`src/rtl/testport_write_filter_if.sv`:
```
// Store-side and checker-side signal bundle for testport_write_filter.
// The master modport is the D-cache side; the slave modport is the filter.
interface testport_write_filter_if;
    logic [29:0] mem_addr;
    logic [31:0] mem_wdata;
    logic        mem_wen;
    logic        mem_stall;
    logic [29:0] addr;
    logic [31:0] data;
    logic        wen;

    modport master (
        output mem_addr, mem_wdata, mem_wen, mem_stall,
        input  addr, data, wen
    );

    modport slave (
        input  mem_addr, mem_wdata, mem_wen, mem_stall,
        output addr, data, wen
    );
endinterface

```
`src/rtl/testport_write_filter.sv`:
```
// Filters completed D-cache stores to TEST_PORT, buffers them, and replays each one as an isolated wen pulse.
// Optional macro TPF_DROP_CNT_EN enables the saturating drop counter; otherwise drop_cnt is tied to zero.
module testport_write_filter #(
    parameter logic [29:0] TEST_PORT = 30'h3FF,
    parameter int          DEPTH     = 4
) (
    input  logic                      clk,
    input  logic                      rst,
    testport_write_filter_if.slave    bus,
    output logic [$clog2(DEPTH):0]    fifo_level,
    output logic                      overflow,
    output logic [15:0]               fwd_cnt,
    output logic [7:0]                drop_cnt
);
    localparam int          AW         = $clog2(DEPTH);
    localparam logic [AW:0] FULL_LEVEL = (AW + 1)'(DEPTH);

    localparam logic [1:0] ST_IDLE  = 2'd0;
    localparam logic [1:0] ST_PULSE = 2'd1;
    localparam logic [1:0] ST_GAP   = 2'd2;

    logic [1:0]    state;
    logic [1:0]    state_nxt;
    logic [61:0]   mem [DEPTH];
    logic [AW-1:0] head;
    logic [AW-1:0] tail;
    logic [AW:0]   level;
    logic          fifo_empty;
    logic          fifo_full;
    logic          accept;
    logic          pop;
    logic          push;
    logic          drop;
    logic [29:0]   addr_q;
    logic [31:0]   data_q;
    logic          wen_q;

    // A stalled cycle is the same store being held, so only the unstalled cycle counts.
    assign accept     = bus.mem_wen && !bus.mem_stall && (bus.mem_addr == TEST_PORT);
    assign fifo_empty = (level == '0);
    assign fifo_full  = (level == FULL_LEVEL);
    assign pop        = ((state == ST_IDLE) || (state == ST_GAP)) && !fifo_empty;
    // A full FIFO still takes a store when the head leaves on the same edge.
    assign push       = accept && (!fifo_full || pop);
    assign drop       = accept && fifo_full && !pop;

    // NOTE: give every always_comb output a default first so no path infers a latch.
    always_comb begin
        state_nxt = ST_IDLE;
        case (state)
            ST_IDLE:  state_nxt = pop ? ST_PULSE : ST_IDLE;
            ST_PULSE: state_nxt = ST_GAP;
            ST_GAP:   state_nxt = pop ? ST_PULSE : ST_IDLE;
            default:  state_nxt = ST_IDLE;
        endcase
    end

    // NOTE: sequential state uses non-blocking assignments so every flop samples pre-edge values.
    always_ff @(posedge clk or negedge rst) begin
        if (!rst) begin
            state  <= ST_IDLE;
            addr_q <= '0;
            data_q <= '0;
            wen_q  <= 1'b0;
        end else begin
            state <= state_nxt;
            if (pop) begin
                addr_q <= mem[head][61:32];
                data_q <= mem[head][31:0];
                wen_q  <= 1'b1;
            end else begin
                addr_q <= '0;
                data_q <= '0;
                wen_q  <= 1'b0;
            end
        end
    end

    // NOTE: the storage array is not reset; clearing level and pointers makes old contents unreachable.
    always_ff @(posedge clk) begin
        if (push) begin
            mem[tail] <= {bus.mem_addr, bus.mem_wdata};
        end
    end

    always_ff @(posedge clk or negedge rst) begin
        if (!rst) begin
            head  <= '0;
            tail  <= '0;
            level <= '0;
        end else begin
            if (push) begin
                tail <= tail + AW'(1);
            end
            if (pop) begin
                head <= head + AW'(1);
            end
            case ({push, pop})
                2'b10:   level <= level + (AW + 1)'(1);
                2'b01:   level <= level - (AW + 1)'(1);
                default: level <= level;
            endcase
        end
    end

    always_ff @(posedge clk or negedge rst) begin
        if (!rst) begin
            overflow <= 1'b0;
            fwd_cnt  <= '0;
        end else begin
            if (drop) begin
                overflow <= 1'b1;
            end
            if (pop && (fwd_cnt != 16'hFFFF)) begin
                fwd_cnt <= fwd_cnt + 16'd1;
            end
        end
    end

`ifdef TPF_DROP_CNT_EN
    logic [7:0] drop_q;

    always_ff @(posedge clk or negedge rst) begin
        if (!rst) begin
            drop_q <= '0;
        end else if (drop && (drop_q != 8'hFF)) begin
            drop_q <= drop_q + 8'd1;
        end
    end

    assign drop_cnt = drop_q;
`else
    assign drop_cnt = 8'd0;
`endif

    assign fifo_level = level;
    assign bus.addr   = addr_q;
    assign bus.data   = data_q;
    assign bus.wen    = wen_q;
endmodule

```
`src/flat_wrapper.sv`:
```
// flat-port wrapper written by rule: the top's interface ports become plain ports
module testport_write_filter_flat 
#(
    parameter logic [29:0] TEST_PORT = 30'h3FF,
    parameter int          DEPTH     = 4
)
  (clk, rst, fifo_level, overflow, fwd_cnt, drop_cnt, bus_mem_addr, bus_mem_wdata, bus_mem_wen, bus_mem_stall, bus_addr, bus_data, bus_wen);
  testport_write_filter_if bus_i ();
  input  logic clk;
  input  logic rst;
  output logic [$clog2(DEPTH):0] fifo_level;
  output logic overflow;
  output logic [15:0] fwd_cnt;
  output logic [7:0] drop_cnt;
  input wire logic [$bits(bus_i.mem_addr)-1:0] bus_mem_addr;
  input wire logic [$bits(bus_i.mem_wdata)-1:0] bus_mem_wdata;
  input wire logic [$bits(bus_i.mem_wen)-1:0] bus_mem_wen;
  input wire logic [$bits(bus_i.mem_stall)-1:0] bus_mem_stall;
  output wire logic [$bits(bus_i.addr)-1:0] bus_addr;
  output wire logic [$bits(bus_i.data)-1:0] bus_data;
  output wire logic [$bits(bus_i.wen)-1:0] bus_wen;
  assign bus_i.mem_addr = bus_mem_addr;
  assign bus_i.mem_wdata = bus_mem_wdata;
  assign bus_i.mem_wen = bus_mem_wen;
  assign bus_i.mem_stall = bus_mem_stall;
  assign bus_addr = bus_i.addr;
  assign bus_data = bus_i.data;
  assign bus_wen = bus_i.wen;
  testport_write_filter #(.TEST_PORT(TEST_PORT), .DEPTH(DEPTH)) u_core (.clk(clk), .rst(rst), .bus(bus_i), .fifo_level(fifo_level), .overflow(overflow), .fwd_cnt(fwd_cnt), .drop_cnt(drop_cnt));
endmodule
```
`config.mk`:
```
export PLATFORM = sky130hd
export DESIGN_NAME = testport_write_filter_flat
export DESIGN_NICKNAME = d
export VERILOG_FILES = /design/src/rtl/testport_write_filter_if.sv /design/src/rtl/testport_write_filter.sv /design/src/flat_wrapper.sv
export SDC_FILE = /design/constraint.sdc
export NUM_CORES = 1
export LEC_CHECK = 0
export BUFFER_PORTS_ARGS = -buffer_cell sky130_fd_sc_hd__clkbuf_2
export CELL_PAD_IN_SITES_DETAIL_PLACEMENT = 0
export CELL_PAD_IN_SITES_GLOBAL_PLACEMENT = 1
export CORE_ASPECT_RATIO = 0.75
export CORE_MARGIN = 10
export CORE_UTILIZATION = 52
export CTS_BUF_LIST = sky130_fd_sc_hd__clkbuf_4
export DETAILED_ROUTE_END_ITERATION = 16
export PLACE_DENSITY = 0.86
export SYNTH_ARGS = -nofsm -noshare
export SYNTH_HDL_FRONTEND = slang
export SYNTH_SLANG_ARGS = --single-unit
```
`constraint.sdc`:
```
create_clock -name clk -period 4.3 [get_ports clk]
set_clock_uncertainty 0.1 [all_clocks]
set_input_delay 0.645 -clock clk [delete_from_list [all_inputs] [get_ports clk]]
set_output_delay 0.645 -clock clk [all_outputs]
set_load 0.05 [all_outputs]
```
==> metrics.yaml <==
run_status:
  outcome: "finished, final reports clean"
synthesis:
  syn_avg_cell_area_um2: 20.32
  synth_area_um2: 12370
  synth_seq_cells: 335
  yosys_warnings: 0
  netlist_instances: 609
  synth_top_area_share_pct: 60.18
  async_flop_share_pct: 25.97
  synthTopCellsByArea: "edfxtp_1 60%, dfrtp_1 18%, mux4_2 11%"
  synth_edf_count: 248
  ys.flop_type: "edfxtp_1"
  yosysTopAreaCell: "edfxtp_1"
  yosysUniqueCellTypes: 43
  yosysSeqAreaShare_pct: 77.78
clock_network:
  path_clk_slew_ns: 0.08
  clk_path_buf_depth: 3
  cts_tree: "yes"
  cts_buffers: 77
  post_cts_buffers: 0
  worstSkewPairLatency_ns: 0.67
  h-tree-depth: 3
  cts_num_sinks: 335
  cts-root-buf: "clkbuf_4"
cells_and_area:
  final-seq-area_um2: 9629
  fillCellCount: 1697
  layout_commonest_cell: "edfxtp_1"
  nNetsFinal: 894
  syn_to_final_growth_pct: 16.64
  drive_gt1_share_pct: 40.61
  layout_common_cells: "248 x edfxtp_1, 147 x clkbuf_2, 114 x clkbuf_4, 85 x dfrtp_1"
  multi_input_area_um2: 2577
detailed_routing:
  via_per_inst: 5.307
  drtIter0Drc: 396
  drc_errors: 0
  routed_wl_um: 24390
  wl_met1_um: 10640
  ant_nets: 0
  num_vias: 6299
  dr_wl_met3_um: 1804
  dr.pass1.iters: 6
  avgRoutedWirePerCell_um: 20.55
  dr_wl_met2_um: 11570
  top_layer_used: "met4"
critical_path:
  required_ns: 4.55
  crit_end: "u_core.mem[2][45]"
  start_kind: "input port"
  r2r-end: "u_core.fifo_level[1]"
  r2r-start: "u_core.fifo_level[2]"
  critPathCaptureType: "flop"
  path_class: "input port to flop"
  critPathArrivalTime_ns: 3.05
  startpoint: "bus_mem_addr[11]"
  critPathMaxFanout: 35
  r2r_cells: 7
  regToRegSetupSlack_ns: 1.54
floorplanning:
  fp-row-count: 48
  die_w_um: 198.1
  core_um2: 23180
  io_pins: 157
  dieArea_um2: 30430
  initial_utilization_pct: 53.38
  die_y_um: 153.6
timing:
  tns_ns: 0
  slew_headroom_pct: 31.63
  fmax_ghz: 0.3564
  report.final.setup_viol: 0
  rsz0062_at_grt: "false"
  tightest_slew_ns: 1.024
  period_minus_slack_ns: 2.806
  finalHoldViolations: 0
  fin_crit_sh_pct: 65.25
  maxSlewViolCount: 0
  setup_slack_ns: 1.494
power_and_ir_drop:
  vdd_drop_max_mv: 0.4399
  leakage_nw: 5.591
  powerDensity_nw_per_um2: 526.9
job:
  cap_violations: 0
global_routing:
  grt_use_total_pct: 16.29
  antenna_found_initial: 2
  grt_overflow: 0
  grt_max_degree: 67
  grt_pass1_wl_um: 38540
  grt_pass1_vias: 6777
place:
  pre_cts_slack_ns: 0.7959
  gp_congestion: 0.8064
  portBuffers: 148
  dp_hpwl_um: 15650
worst_hold_path:
  min_path_type: "input port to flop"
## final cells by class
type / instances / share of cell area (%)
tap: 300 / 2.601
sequential: 335 / 66.71
clock inverter: 27 / 0.8235
timing repair buffer: 161 / 5.843
multi-input combinational: 240 / 17.86
antenna: 3 / 0.05201
inverter: 7 / 0.1820
clock buffer: 114 / 5.929
## power by group
group / internal, W / total, W / leakage, nW / switching (W)
Sequential: 0.00369 / 0.00377 / 3.42 / 0.0000769
Combinational: 0.000255 / 0.00143 / 1.59 / 0.00117
Clock: 0.00123 / 0.00241 / 0.582 / 0.00118
Total: 0.00518 / 0.00761 / 5.59 / 0.00243
## state kept, by name (all words and copies together), names as in the netlist
register,cells
u_core.mem,248
u_core.bus.data,32
u_core.bus.addr,30
u_core.fwd_cnt,16
u_core.fifo_level,3
u_core.head,2
u_core.tail,2
u_core.overflow,1
u_core.state,1
## metrics by stage
| stage | instance area (µm²) | utilization (%) | cells | total power, W | hold slack (ns) |
|---|---|---|---|---|---|
| floorplan | 12400 | - | 616 | 0.004872 | 0.2494 |
| global placement | 13440 | 57.98 | 1042 | 0.005280 | 0.3686 |
| detailed placement | 13440 | 57.98 | 1042 | 0.005292 | 0.3992 |
| CTS | 14430 | 62.23 | 1184 | 0.007716 | 0.05732 |
| global route | 14430 | 62.24 | 1185 | 0.007974 | 0.03469 |
| finish | 14430 | 62.26 | 1187 | 0.007606 | 0.1061 |
## cell usage after synthesis, types with 2 or more instances
| cell | n |
|---|---|
| nand3_1 | 5 |
| nand2_1 | 13 |
| nor2_1 | 11 |
| mux2i_1 | 2 |
| nor3_1 | 3 |
| ha_1 | 5 |
| buf_4 | 8 |
| nand4b_1 | 3 |
| buf_2 | 7 |
| dfrtp_1 | 87 |
| and3_1 | 2 |
| mux4_2 | 62 |
| nor4_1 | 8 |
| a21oi_1 | 4 |
| a31oi_1 | 7 |
| xnor2_1 | 12 |
| xor2_1 | 3 |
| nand4_1 | 8 |
| edfxtp_1 | 248 |
| inv_1 | 7 |
| and2_1 | 66 |
| clkbuf_1 | 17 |
## cell families after synthesis
logic type | count (synthesis) | share of synthesized area (%)
AO/OA/AOI/OAI | 20 | 1.132
other | 1 | 0.03030
multiplexers | 65 | 11.54
XOR/XNOR | 15 | 1.062
buffers and inverters | 41 | 1.689
adder cells (fa/ha/maj) | 6 | 0.6673
flip-flops | 335 | 77.78
AND/OR/NAND/NOR | 126 | 6.107
## per-layer routing
metal	track usage (%)	vias to the layer above
li1	-	2845
met5	0	-
met3	5.562	35
met2	24.64	232
met4	5.405	0
met1	21.74	3187
## worst min-delay path by stage
stage                            startpoint                  to  cells after the start
after floorplan                         rst  u_core.bus.addr[0]                      0
after global placement      u_core.overflow     u_core.overflow                      1
after detailed placement    u_core.overflow     u_core.overflow                      1
after CTS                 bus_mem_wdata[27]   u_core.mem[0][27]                      1
after global routing      bus_mem_wdata[27]   u_core.mem[2][27]                      1
final                     bus_mem_wdata[24]   u_core.mem[3][24]                      1
## timing repair
action / CTS / global route
hold endpoints to repair: 56 / 0
resized for setup: 0 / 0
hold buffers: 1 / 0
## critical path, stage by stage
cell	delay, ns
clkbuf_2	0.12
or4b_4	0.55
nor4_4	0.42
and3_1	0.38
and2_4	0.53
buf_4	0.35
Note: power is estimated with default switching activity, not from simulation.
